## src/rtl/bcd_time_load_if.sv

```systemverilog
// Keypad digit stream in, binary hour/minute time value out.
// No backpressure: the slave consumes one digit per dig_vld cycle.
interface bcd_time_load_if;
  logic [3:0] dig_in;
  logic       dig_vld;
  logic       abort;
  logic [4:0] ora;
  logic [5:0] minut;
  logic       load;
  logic       err;
  logic       busy;

  modport master (
    output dig_in, dig_vld, abort,
    input  ora, minut, load, err, busy
  );

  modport slave (
    input  dig_in, dig_vld, abort,
    output ora, minut, load, err, busy
  );
endinterface

```

## src/rtl/bcd_time_load.sv

```systemverilog
// Serial BCD HH:MM entry; ora/minut/load/err registered, visible 1 cycle after the accepting edge.
// No backpressure: every dig_vld cycle consumes a digit; abort wins over dig_vld, dig_vld wins over timeout.
module bcd_time_load #(
  parameter int TMO_CYC = 1000
) (
  input  logic            clk,
  input  logic            reset_,
  bcd_time_load_if.slave  bus
);

  localparam int CW = $clog2(TMO_CYC + 1);

  typedef enum logic [1:0] {H_T, H_U, M_T, M_U} state_t;

  state_t        r_state;
  logic [1:0]    r_ht;
  logic [3:0]    r_hu;
  logic [2:0]    r_mt;
  logic [CW-1:0] r_idle;
  logic [4:0]    r_ora;
  logic [5:0]    r_minut;
  logic          r_load;
  logic          r_err;
  logic          r_busy;

  logic          w_dig_ok;
  logic          w_idle_exp;
  logic [4:0]    w_ora_new;
  logic [5:0]    w_minut_new;

  always_comb begin
    w_dig_ok = 1'b0;
    case (r_state)
      H_T: w_dig_ok = (bus.dig_in <= 4'd2);
      // Hours 20-23 only: units limit tightens once tens is 2.
      H_U: w_dig_ok = (r_ht == 2'd2) ? (bus.dig_in <= 4'd3) : (bus.dig_in <= 4'd9);
      M_T: w_dig_ok = (bus.dig_in <= 4'd5);
      M_U: w_dig_ok = (bus.dig_in <= 4'd9);
      default: w_dig_ok = 1'b0;
    endcase
  end

  assign w_idle_exp = (r_idle == CW'(TMO_CYC - 1));

  // x*10 as (x<<3)+(x<<1); widths hold the worst case of invalid-free inputs.
  assign w_ora_new   = {r_ht, 3'b000} + {2'b00, r_ht, 1'b0} + {1'b0, r_hu};
  assign w_minut_new = {r_mt, 3'b000} + {2'b00, r_mt, 1'b0} + {2'b00, bus.dig_in};

  always_ff @(posedge clk or negedge reset_) begin
    if (!reset_) begin
      r_state <= H_T;
      r_ht    <= '0;
      r_hu    <= '0;
      r_mt    <= '0;
      r_idle  <= '0;
      r_ora   <= '0;
      r_minut <= '0;
      r_load  <= 1'b0;
      r_err   <= 1'b0;
      r_busy  <= 1'b0;
    end else begin
      r_load <= 1'b0;
      r_err  <= 1'b0;
      if (bus.abort) begin
        r_state <= H_T;
        r_ht    <= '0;
        r_hu    <= '0;
        r_mt    <= '0;
        r_idle  <= '0;
        r_busy  <= 1'b0;
      end else if (bus.dig_vld) begin
        r_idle <= '0;
        if (!w_dig_ok) begin
          r_err   <= 1'b1;
          r_state <= H_T;
          r_ht    <= '0;
          r_hu    <= '0;
          r_mt    <= '0;
          r_busy  <= 1'b0;
        end else begin
          case (r_state)
            H_T: begin
              r_ht    <= bus.dig_in[1:0];
              r_state <= H_U;
              r_busy  <= 1'b1;
            end
            H_U: begin
              r_hu    <= bus.dig_in;
              r_state <= M_T;
              r_busy  <= 1'b1;
            end
            M_T: begin
              r_mt    <= bus.dig_in[2:0];
              r_state <= M_U;
              r_busy  <= 1'b1;
            end
            default: begin
              r_ora   <= w_ora_new;
              r_minut <= w_minut_new;
              r_load  <= 1'b1;
              r_state <= H_T;
              r_ht    <= '0;
              r_hu    <= '0;
              r_mt    <= '0;
              r_busy  <= 1'b0;
            end
          endcase
        end
      end else if (r_state == H_T) begin
        r_idle <= '0;
      end else if (w_idle_exp) begin
        r_err   <= 1'b1;
        r_state <= H_T;
        r_ht    <= '0;
        r_hu    <= '0;
        r_mt    <= '0;
        r_idle  <= '0;
        r_busy  <= 1'b0;
      end else begin
        r_idle <= r_idle + 1'b1;
      end
    end
  end

  assign bus.ora   = r_ora;
  assign bus.minut = r_minut;
  assign bus.load  = r_load;
  assign bus.err   = r_err;
  assign bus.busy  = r_busy;

endmodule

```

## src/flat_wrapper.sv

```systemverilog
// flat-port wrapper written by rule: the top's interface ports become plain ports
module bcd_time_load_flat 
#(
  parameter int TMO_CYC = 1000
)
  (clk, reset_, bus_dig_in, bus_dig_vld, bus_abort, bus_ora, bus_minut, bus_load, bus_err, bus_busy);
  bcd_time_load_if bus_i ();
  input  logic clk;
  input  logic reset_;
  input wire logic [$bits(bus_i.dig_in)-1:0] bus_dig_in;
  input wire logic [$bits(bus_i.dig_vld)-1:0] bus_dig_vld;
  input wire logic [$bits(bus_i.abort)-1:0] bus_abort;
  output wire logic [$bits(bus_i.ora)-1:0] bus_ora;
  output wire logic [$bits(bus_i.minut)-1:0] bus_minut;
  output wire logic [$bits(bus_i.load)-1:0] bus_load;
  output wire logic [$bits(bus_i.err)-1:0] bus_err;
  output wire logic [$bits(bus_i.busy)-1:0] bus_busy;
  assign bus_i.dig_in = bus_dig_in;
  assign bus_i.dig_vld = bus_dig_vld;
  assign bus_i.abort = bus_abort;
  assign bus_ora = bus_i.ora;
  assign bus_minut = bus_i.minut;
  assign bus_load = bus_i.load;
  assign bus_err = bus_i.err;
  assign bus_busy = bus_i.busy;
  bcd_time_load #(.TMO_CYC(TMO_CYC)) u_core (.clk(clk), .reset_(reset_), .bus(bus_i));
endmodule
```

## config.mk

```make
export PLATFORM = sky130hd
export DESIGN_NAME = bcd_time_load_flat
export DESIGN_NICKNAME = d
export VERILOG_FILES = /design/src/rtl/bcd_time_load_if.sv /design/src/rtl/bcd_time_load.sv /design/src/flat_wrapper.sv
export SDC_FILE = /design/constraint.sdc
export NUM_CORES = 1
export LEC_CHECK = 0
export ABC_AREA = 1
export CORE_AREA = 10 10 75 77
export CTS_CLUSTER_SIZE = 12
export DETAILED_ROUTE_END_ITERATION = 7
export DIE_AREA = 0 0 85 87
export GPL_TIMING_DRIVEN = 1
export PLACE_DENSITY = 0.79
export SKIP_LAST_GASP = 1
export SLEW_MARGIN = 40
export SYNTH_ARGS = -nofsm -noshare
export SYNTH_HDL_FRONTEND = slang
export SYNTH_SLANG_ARGS = --single-unit
```

## constraint.sdc

```tcl
create_clock -name clk -period 1.5 [get_ports clk]
set_input_delay 0.45 -clock clk [delete_from_list [all_inputs] [get_ports clk]]
set_output_delay 0.45 -clock clk [all_outputs]
set_load 0.02 [all_outputs]
```

# Word-level counts from Yosys, hierarchy flattened
# Index checks and enable logic that the tools add are counted.
dict set report op_classes {
  bitwise 2
  reduce_logical 11
  addsub 5
  n_lt_le_gt_ge 4
  eq_ne 9
  n_mux 43
}
# operator n
set ops {}
lappend ops {{10-bit 2-to-1 mux} 4}
lappend ops {{4-bit 2-to-1 mux} 5}
lappend ops {{1-bit 2-to-1 mux} 16}
lappend ops {{2-bit 2-to-1 mux} 8}
lappend ops {{3-bit 2-to-1 mux} 5}
lappend ops {{6-bit by 4-bit adder with 6-bit output} 2}
lappend ops {{4-bit inequality test (second input constant)} 3}
lappend ops {{10-bit by 1-bit adder with 10-bit output (second input constant)} 1}
lappend ops {{10-bit equality test (second input constant)} 1}
lappend ops {{3-bit AND reduction} 3}
lappend ops {{4-bit by 2-bit less-or-equal comparator with 1-bit output (second input constant)} 2}
lappend ops {{4-bit one-hot mux with 2 select lines} 1}
lappend ops {{2-bit equality test (second input constant)} 3}
lappend ops {{2-bit one-hot mux with 3 select lines} 1}
lappend ops {{3-bit one-hot mux with 2 select lines} 1}
lappend ops {{2-bit OR reduction} 3}
lappend ops {{5-bit by 3-bit adder with 5-bit output} 1}
lappend ops {{5-bit by 4-bit adder with 5-bit output} 1}
lappend ops {{4-bit by 3-bit less-or-equal comparator with 1-bit output (second input constant)} 1}
lappend ops {{4-bit less-or-equal comparator (second input constant)} 1}
lappend ops {{1-bit one-hot mux with 4 select lines} 1}
lappend ops {{2-bit one-hot mux with 2 select lines} 1}
lappend ops {{4-bit AND reduction} 1}
lappend ops {{3-bit inequality test (second input constant)} 1}
lappend ops {{6 further kinds} 7}
dict set report word_totals {
  output_inout_bits 14
  in_bits 8
  elab_cells 84
  regBits 35
}

# Depth between registers and ports, before layout
# Gate-level depths: netlist of the first run.
dict set report logic_depth {
  ltp_word 6
  depth_mapped 12
  mapped_depth_nobuf 10
}

# Worst setup path after synthesis of the first run
# Ideal clock, no wire load.
dict set report synth_path {
  path_kind {input to register}
  start {in bus_dig_in[3]}
  end {reg u_core.r_minut[4], in the netlist u_core.bus.minut[4]}
  setup_slack_ps -282
  t_arrival_ps 1665
  path_buffers 0
  path_stages 5
  cell_sequence {fa_1 -> fa_1 -> xor2_1 -> nand3_1 -> nand2_1}
}
dict set report synth_between {
  elab_chain_cells 4
  word_cells_on_any_way 8
  classes_between {add/sub (1); order compare (4); mux (2); reduce/logical (1)}
}
# item line_no
set synth_lines {}
lappend synth_lines {{start, declared} flat_wrapper.sv:10} ;# input wire logic [$bits(bus_i.dig_in)-1:0] bus_dig_in;
lappend synth_lines {{4-bit less-or-equal comparator or 4-bit by 2-bit less-or-equal comparator with 1-bit output (tied branches)} {bcd_time_load.sv:36, bcd_time_load.sv:38}}
lappend synth_lines {{1-bit 2-to-1 mux} bcd_time_load.sv:36} ;# H_U: w_dig_ok = (r_ht == 2'd2) ? (bus.dig_in <= 4'd3) : (bus.dig_in <= 4'd9);
lappend synth_lines {{1-bit one-hot mux with 4 select lines} bcd_time_load.sv:33} ;# case (r_state)
lappend synth_lines {{4-bit AND reduction (no line)} --}
lappend synth_lines {{end signal, assigned} bcd_time_load.sv:99} ;# r_minut <= w_minut_new;
lappend synth_lines {{end, declared} bcd_time_load.sv:21} ;# logic [5:0] r_minut;
# Parallel ways exist; a longest one is shown, timed or not.
# A chain may end at the register's enable or synchronous reset.

# Worst setup path after layout of the first run
dict set report layout_path {
  start {reg u_core.r_mt[2]}
  end {reg u_core.r_minut[5], in the netlist u_core.bus.minut[5]}
}
dict set report layout_between {
  elab_chain_cells 2
}
# item line_no
set layout_lines {}
lappend layout_lines {{start, declared} bcd_time_load.sv:18} ;# logic [2:0] r_mt;
lappend layout_lines {{start signal, assigned} bcd_time_load.sv:93} ;# r_mt <= bus.dig_in[2:0];
lappend layout_lines {{6-bit by 4-bit adder with 6-bit output (2 in a row)} bcd_time_load.sv:47} ;# assign w_minut_new = {r_mt, 3'b000} + {2'b00, r_mt, 1'b0} + {2'b00, bus.dig_in};
# Every way passes these cells.

==> flow_summary.ini, run 1 <==
[drt]
antenna_left = 0
routed_via_density = 5.47
drc_errors = 0
vias = 1959
dr.pass1.iters = 4
avgRoutedWirePerCell_um = 16.9
drt-total-wl_mm = 6.04
drt_iter0_drc = 174

[placed_design]
port_buffers = 21
placed_area_mm2 = 0.00259
place.gp.congestion = 0.872
dpl.hpwl_mm = 3.70

[floorplanning]
placementRows = 24
core-area_mm2 = 0.00423
io_pins = 22
chipHeight_um = 87
start_util_pct = 47.4
die_x_um = 85
dieArea_mm2 = 0.00740

[power_and_ir_drop]
total_power_uw = 2020
seqPwrFrac_pct = 47.6
clock_power_share_pct = 37.4
internal_power_uw = 1500
p_comb_share_pct = 15.0
ir_drop_mv = 0.394
p_per_area_mw_per_mm2 = 683
p_leak_uw = 0.00147
swShare_pct = 25.6
net-switching-power_uw = 515

[synth]
yosysUniqueCellTypes = 29
netlist_area_mm2 = 0.00201
synth-seq-cells = 35
syn_inst = 238
synth_area_leaders = dfrtp_1, nand2_1, ha_1, nand3_1, inv_1
yosysTopAreaCell = dfrtp_1
yosys_warnings = 0
synthDominantCellAreaShare_pct = 43.7
synth_fp_nets = 262
postSynthAreaPerCell_um2 = 8.43
yosysSeqAreaShare_pct = 43.7

[sta]
rsz0062_at_grt = yes
max_slew.worst_pin.slew_ps = 354
setup_viol = 22
max_freq_mhz = 550
final-max-slew-violation-count = 0
fin_tns_setup_ps = -2440
period_share_pct = 121
fin_skew_ps = 6.44
setup_ws_ps = -320
hold_viol = 0
relSlewSlack_pct = 76.2
post-route-min-period_ps = 1820

[layout]
finalInstanceArea_mm2 = 0.00295
multi_input_comb_area_mm2 = 0.00124
n_antenna_cell = 0
nNetsFinal = 329
layout-drive-gt1-share_pct = 35.0
fill_cells = 283
final_util_pct = 69.7
mostFrequentLayoutCell = nand2_1
layout_common_cells = nand2_1, dfrtp_1, buf_4, inv_1, nor2_1
syn_to_final_growth_pct = 47.2
seqCellArea_um2 = 877

[grt]
grt_pass1_wl_mm = 8.91
grt_max_degree = 36
antenna_found_initial = 0
grt_util_all_layers_pct = 14.9
grt_overflow_total = 0
first_global_vias = 1923

[setup_path]
reg2reg_slack_ps = -320
start_kind = flop
cp-end-kind = flop
worst_setup_path_startpoint = u_core.r_mt[2]$_DFFE_PN0P_
reg2reg_to = u_core.bus.minut[5]$_DFFE_PN0P_
r2r_start = u_core.r_mt[2]$_DFFE_PN0P_
crit_type = flop to flop
rr_worst_depth = 7
cp.required_ps = 1680
path_max_fanout = 2
worstSetupEndpoint = u_core.bus.minut[5]$_DFFE_PN0P_
critPathArrivalTime_ps = 2000

[worst_hold_path]
worstHoldPathType = flop to flop

[clock_network]
clkTransAtPathRegs_ps = 70
cts.sinks = 35
htreeDepth = 2
cts_inserted_buffers = 5
cts_root_buf = clkbuf_8
clockBufferDepth = 2
cts_tree = done
clkLatencyLatePin_ps = 290

[run_status]
status = finished with violations
violations = setup timing

[flow_run]
cap_violations = 0
## worst min path at each step
stage                                     to                     startpoint  depth (start not counted)
6_report       u_core.bus.ora[2]$_DFFE_PN0P_  u_core.bus.ora[2]$_DFFE_PN0P_                          2
5_1_grt        u_core.bus.ora[0]$_DFFE_PN0P_  u_core.bus.ora[0]$_DFFE_PN0P_                          2
4_1_cts          u_core.bus.busy$_DFFE_PN0P_    u_core.bus.busy$_DFFE_PN0P_                          2
3_5_place_dp     u_core.bus.busy$_DFFE_PN0P_    u_core.bus.busy$_DFFE_PN0P_                          2
3_3_place_gp   u_core.bus.ora[2]$_DFFE_PN0P_  u_core.bus.ora[2]$_DFFE_PN0P_                          2
2_1_floorplan    u_core.bus.busy$_DFFE_PN0P_                         reset_                          0
## cells in the mapped netlist (all sizes together)
cell	count
nor2	21
xnor2	2
inv	25
fa	3
nand4	11
xor2	4
and2	1
dfrtp	35
nand3	23
nor4	1
a31oi	1
nand2	64
nor3	14
nor3b	1
ha	13
o21ai	5
clkbuf	2
a21oi	7
buf	3
nand3b	2
## final cells by class
type,count,area share [%]
inverter,25,3.26
clock buffer,8,3.39
timing repair buffer,65,19.5
sequential,35,29.7
tap,52,2.20
multi-input combinational,173,42.0
## critical path, stage by stage, from the launching register on
cell and delay [ps]:
dfrtp_1 410, fa_2 620, ha_1 250, nand3_2 70, nand2_1 60, xor2_1 150, nand3_1 90, nand2_1 60
## power by group through the flow
| stage | Sequential [uW] | Combinational, uW | Clock (uW) |
|---|---|---|---|
| 6_report | 959 | 302 | 754 |
| 5_1_grt | 959 | 325 | 802 |
| 4_1_cts | 958 | 255 | 764 |
| 3_5_place_dp | 977 | 236 | 0 |
| 3_3_place_gp | 976 | 228 | 0 |
| 2_1_floorplan | 985 | 95.4 | 0 |
## per-layer routing
layer	up-vias	track usage (%)	wire length (um)
met1	938	16.0	2290
li1	915	-	-
met4	0	11.7	342
met3	31	3.46	315
met5	-	0	0
met2	75	24.7	3090
## through the flow
step | hold slack (ps) | worst slack [ps] | std cells
floorplan | 154 | -180 | 238
global placement | 455 | -683 | 345
detailed placement | 462 | -739 | 345
CTS | 472 | -293 | 355
global route | 497 | -356 | 358
finish | 476 | -320 | 358
## state kept, by name, summed over array words and instances, names as in the netlist
signal            count
u_core.bus.err        1
u_core.bus.load       1
u_core.r_idle        10
u_core.r_mt           3
u_core.r_ht           2
u_core.r_state        2
u_core.r_hu           4
u_core.bus.minut      6
u_core.bus.busy       1
u_core.bus.ora        5
## cells by family (layout without fill, tap and decap cells)
family,Yosys count,in the layout,share of synthesized area (%)
flip-flops,35,35,43.7
AND/OR/NAND/NOR,138,138,31.8
AO/OA/AOI/OAI,13,13,4.05
buffers and inverters,30,98,6.74
XOR/XNOR,6,6,2.62
adder cells (fa/ha/maj),16,16,11.1
## repair_timing
item / 4_1_cts / 5_1_grt
gates resized for setup: 46 / 43
buffers inserted: 2 / 4
cloned: 0 / 0
hold buffers: 0 / 0
endpoints found under the setup margin: 39 / 28
pin swaps: 16 / 28
No activity file was read; power rests on OpenSTA's default activity.
==> run 2, diff against run 1 <==
CORE_AREA = 10 10 72 74   (was 10 10 75 77)
DIE_AREA = 0 0 82 84   (was 0 0 85 87)
DONT_BUFFER_PORTS = 1   (was not set)
PLACE_DENSITY = 0.77   (was 0.79)
==> flow_summary.ini, run 2 (same netlist as run 1, synthesis figures left out) <==
[sta]
fin_skew_ps = 5.10
setup_ws_ps = -202
max_freq_mhz = 588
period_share_pct = 113
fin_hold_ws_ps = 294
relSlewSlack_pct = 79.1
final-max-slew-violation-count = 0
hold_viol = 0
max_slew.worst_pin.slew_ps = 311
rsz0062_at_grt = yes
post-route-min-period_ps = 1700
setup_viol = 24

[layout]
layout_common_cells = nand2_1, dfrtp_1, buf_4, inv_1, nand3_1
fill_cells = 278
nNetsFinal = 304
seqCellArea_um2 = 877
largest_reg_flops = 10
syn_to_final_growth_pct = 31.9
regMostFlops = u_core.r_idle
layout-drive-gt1-share_pct = 33.5
n_antenna_cell = 0
multi_input_comb_area_mm2 = 0.00120
mostFrequentLayoutCell = nand2_1

[grt]
grt_max_degree = 36
antenna_found_initial = 0
grt_util_all_layers_pct = 15.4
grt_pass1_wl_mm = 8.43
first_global_vias = 1819
grt_overflow_total = 0

[clock_network]
cts.sinks = 35
clkTransAtPathRegs_ps = 70
clkLatencyLatePin_ps = 290
cts_inserted_buffers = 5
htreeDepth = 2
cts_tree = done
cts_root_buf = clkbuf_8
clockBufferDepth = 2

[placed_design]
dpl.hpwl_mm = 3.40
place.gp.congestion = 0.822
dp_slack_ps = -245
port_buffers = 0

[drt]
routed_via_density = 5.53
vias = 1829
drc_errors = 0
drt-total-wl_mm = 5.28
avgRoutedWirePerCell_um = 15.9
drt_iter0_drc = 186
dr.pass1.iters = 4
antenna_left = 0

[floorplanning]
io_pins = 22
core-area_mm2 = 0.00386
die_x_um = 82
placementRows = 23
dieArea_mm2 = 0.00689
start_util_pct = 52.0
chipHeight_um = 84

[power_and_ir_drop]
p_per_area_mw_per_mm2 = 690
p_comb_share_pct = 11.1
seqPwrFrac_pct = 53.0
net-switching-power_uw = 480
ir_drop_mv = 0.400
internal_power_uw = 1350
p_leak_uw = 0.00131
clock_power_share_pct = 35.9
swShare_pct = 26.3

[flow_run]
cap_violations = 0

[worst_hold_path]
worstHoldPathType = input pin to flop
min_path_cells = 2

[setup_path]
cp-end-kind = flop
rr_worst_depth = 7
critPathArrivalTime_ps = 1880
crit_type = flop to flop
cp.required_ps = 1680
start_kind = flop
path_max_fanout = 2

[run_status]
status = finished with violations
violations = setup timing
-- run 2: cell types whose count changed in the layout (fill, tap and decap cells not counted), moves of 3 or more --
cell and delta:
nand3_2 -6, nand3_1 +5, clkinv_2 +3, buf_6 -5, clkdlybuf4s50_1 -3, dlygate4sd2_1 -15
-- run 2: power groups by stage --
stage	Sequential, uW	Combinational, uW	Clock (uW)
final	968	204	655
after global routing	969	223	718
after CTS	968	176	665
after detailed placement	986	129	0
after global placement	986	126	0
after floorplan	985	95.4	0
-- run 2: worst paths after layout --
path	startpoint	end	slack [ps]
worst min register to register	u_core.r_hu[1]$_DFFE_PN0P_	u_core.r_hu[1]$_DFFE_PN0P_	500
worst min-delay path	bus_dig_in[0]	u_core.bus.minut[0]$_DFFE_PN0P_	290
worst max-delay path	u_core.r_mt[0]$_DFFE_PN0P_	u_core.bus.minut[5]$_DFFE_PN0P_	-200
worst max register to register	u_core.r_mt[0]$_DFFE_PN0P_	u_core.bus.minut[5]$_DFFE_PN0P_	-200
max in group asynchronous	reset_	u_core.r_state[1]$_DFFE_PN0P_	700
min in group asynchronous	reset_	u_core.bus.err$_DFF_PN0_	620
-- run 2: per-stage QoR --
step | instance area (um^2) | instances | utilization [%] | power, uW | setup TNS, ps
floorplan | 2040 | 238 | - | 1080 | -1220
detailed placement | 2250 | 308 | 58.3 | 1120 | -2850
global route | 2650 | 331 | 68.6 | 1910 | -3700
CTS | 2470 | 326 | 64.1 | 1810 | -661
global placement | 2250 | 308 | 58.3 | 1110 | -1560
finish | 2650 | 331 | 68.6 | 1830 | -1830
-- run 2: final cells by class --
type                            count  area share (%)
Sequential cell                    35            33.1
Timing Repair Buffer               38            12.1
Multi-Input combinational cell    175            45.5
Clock buffer                        5            2.60
Tap cell                           50            2.36
Inverter                           25            3.74
Clock inverter                      3           0.567
-- run 2: what timing repair did --
item,in CTS,in global routing
hold buffers,2,0
buffers inserted,6,6
setup endpoints to repair,25,27
pin swaps,9,24
hold endpoints to repair,35,0
gates cloned,2,0
resized for setup,15,39
-- run 2: critical path, cell delays in order, from the launching register on --
cell and delay [ps]:
dfrtp_1 400, fa_2 580, ha_1 230, nand3_1 70
nand2_1 60, xor2_1 140, nand3_1 70, nand2_1 50
-- run 2: per-layer routing --
layer	vias to the layer above	part of all wire [%]	global-route usage, %
met1	890	40	17.7
li1	871	-	-
met2	51	51	25.3
met4	0	3.8	7.43
met3	17	5.4	4.20
met5	-	0	0
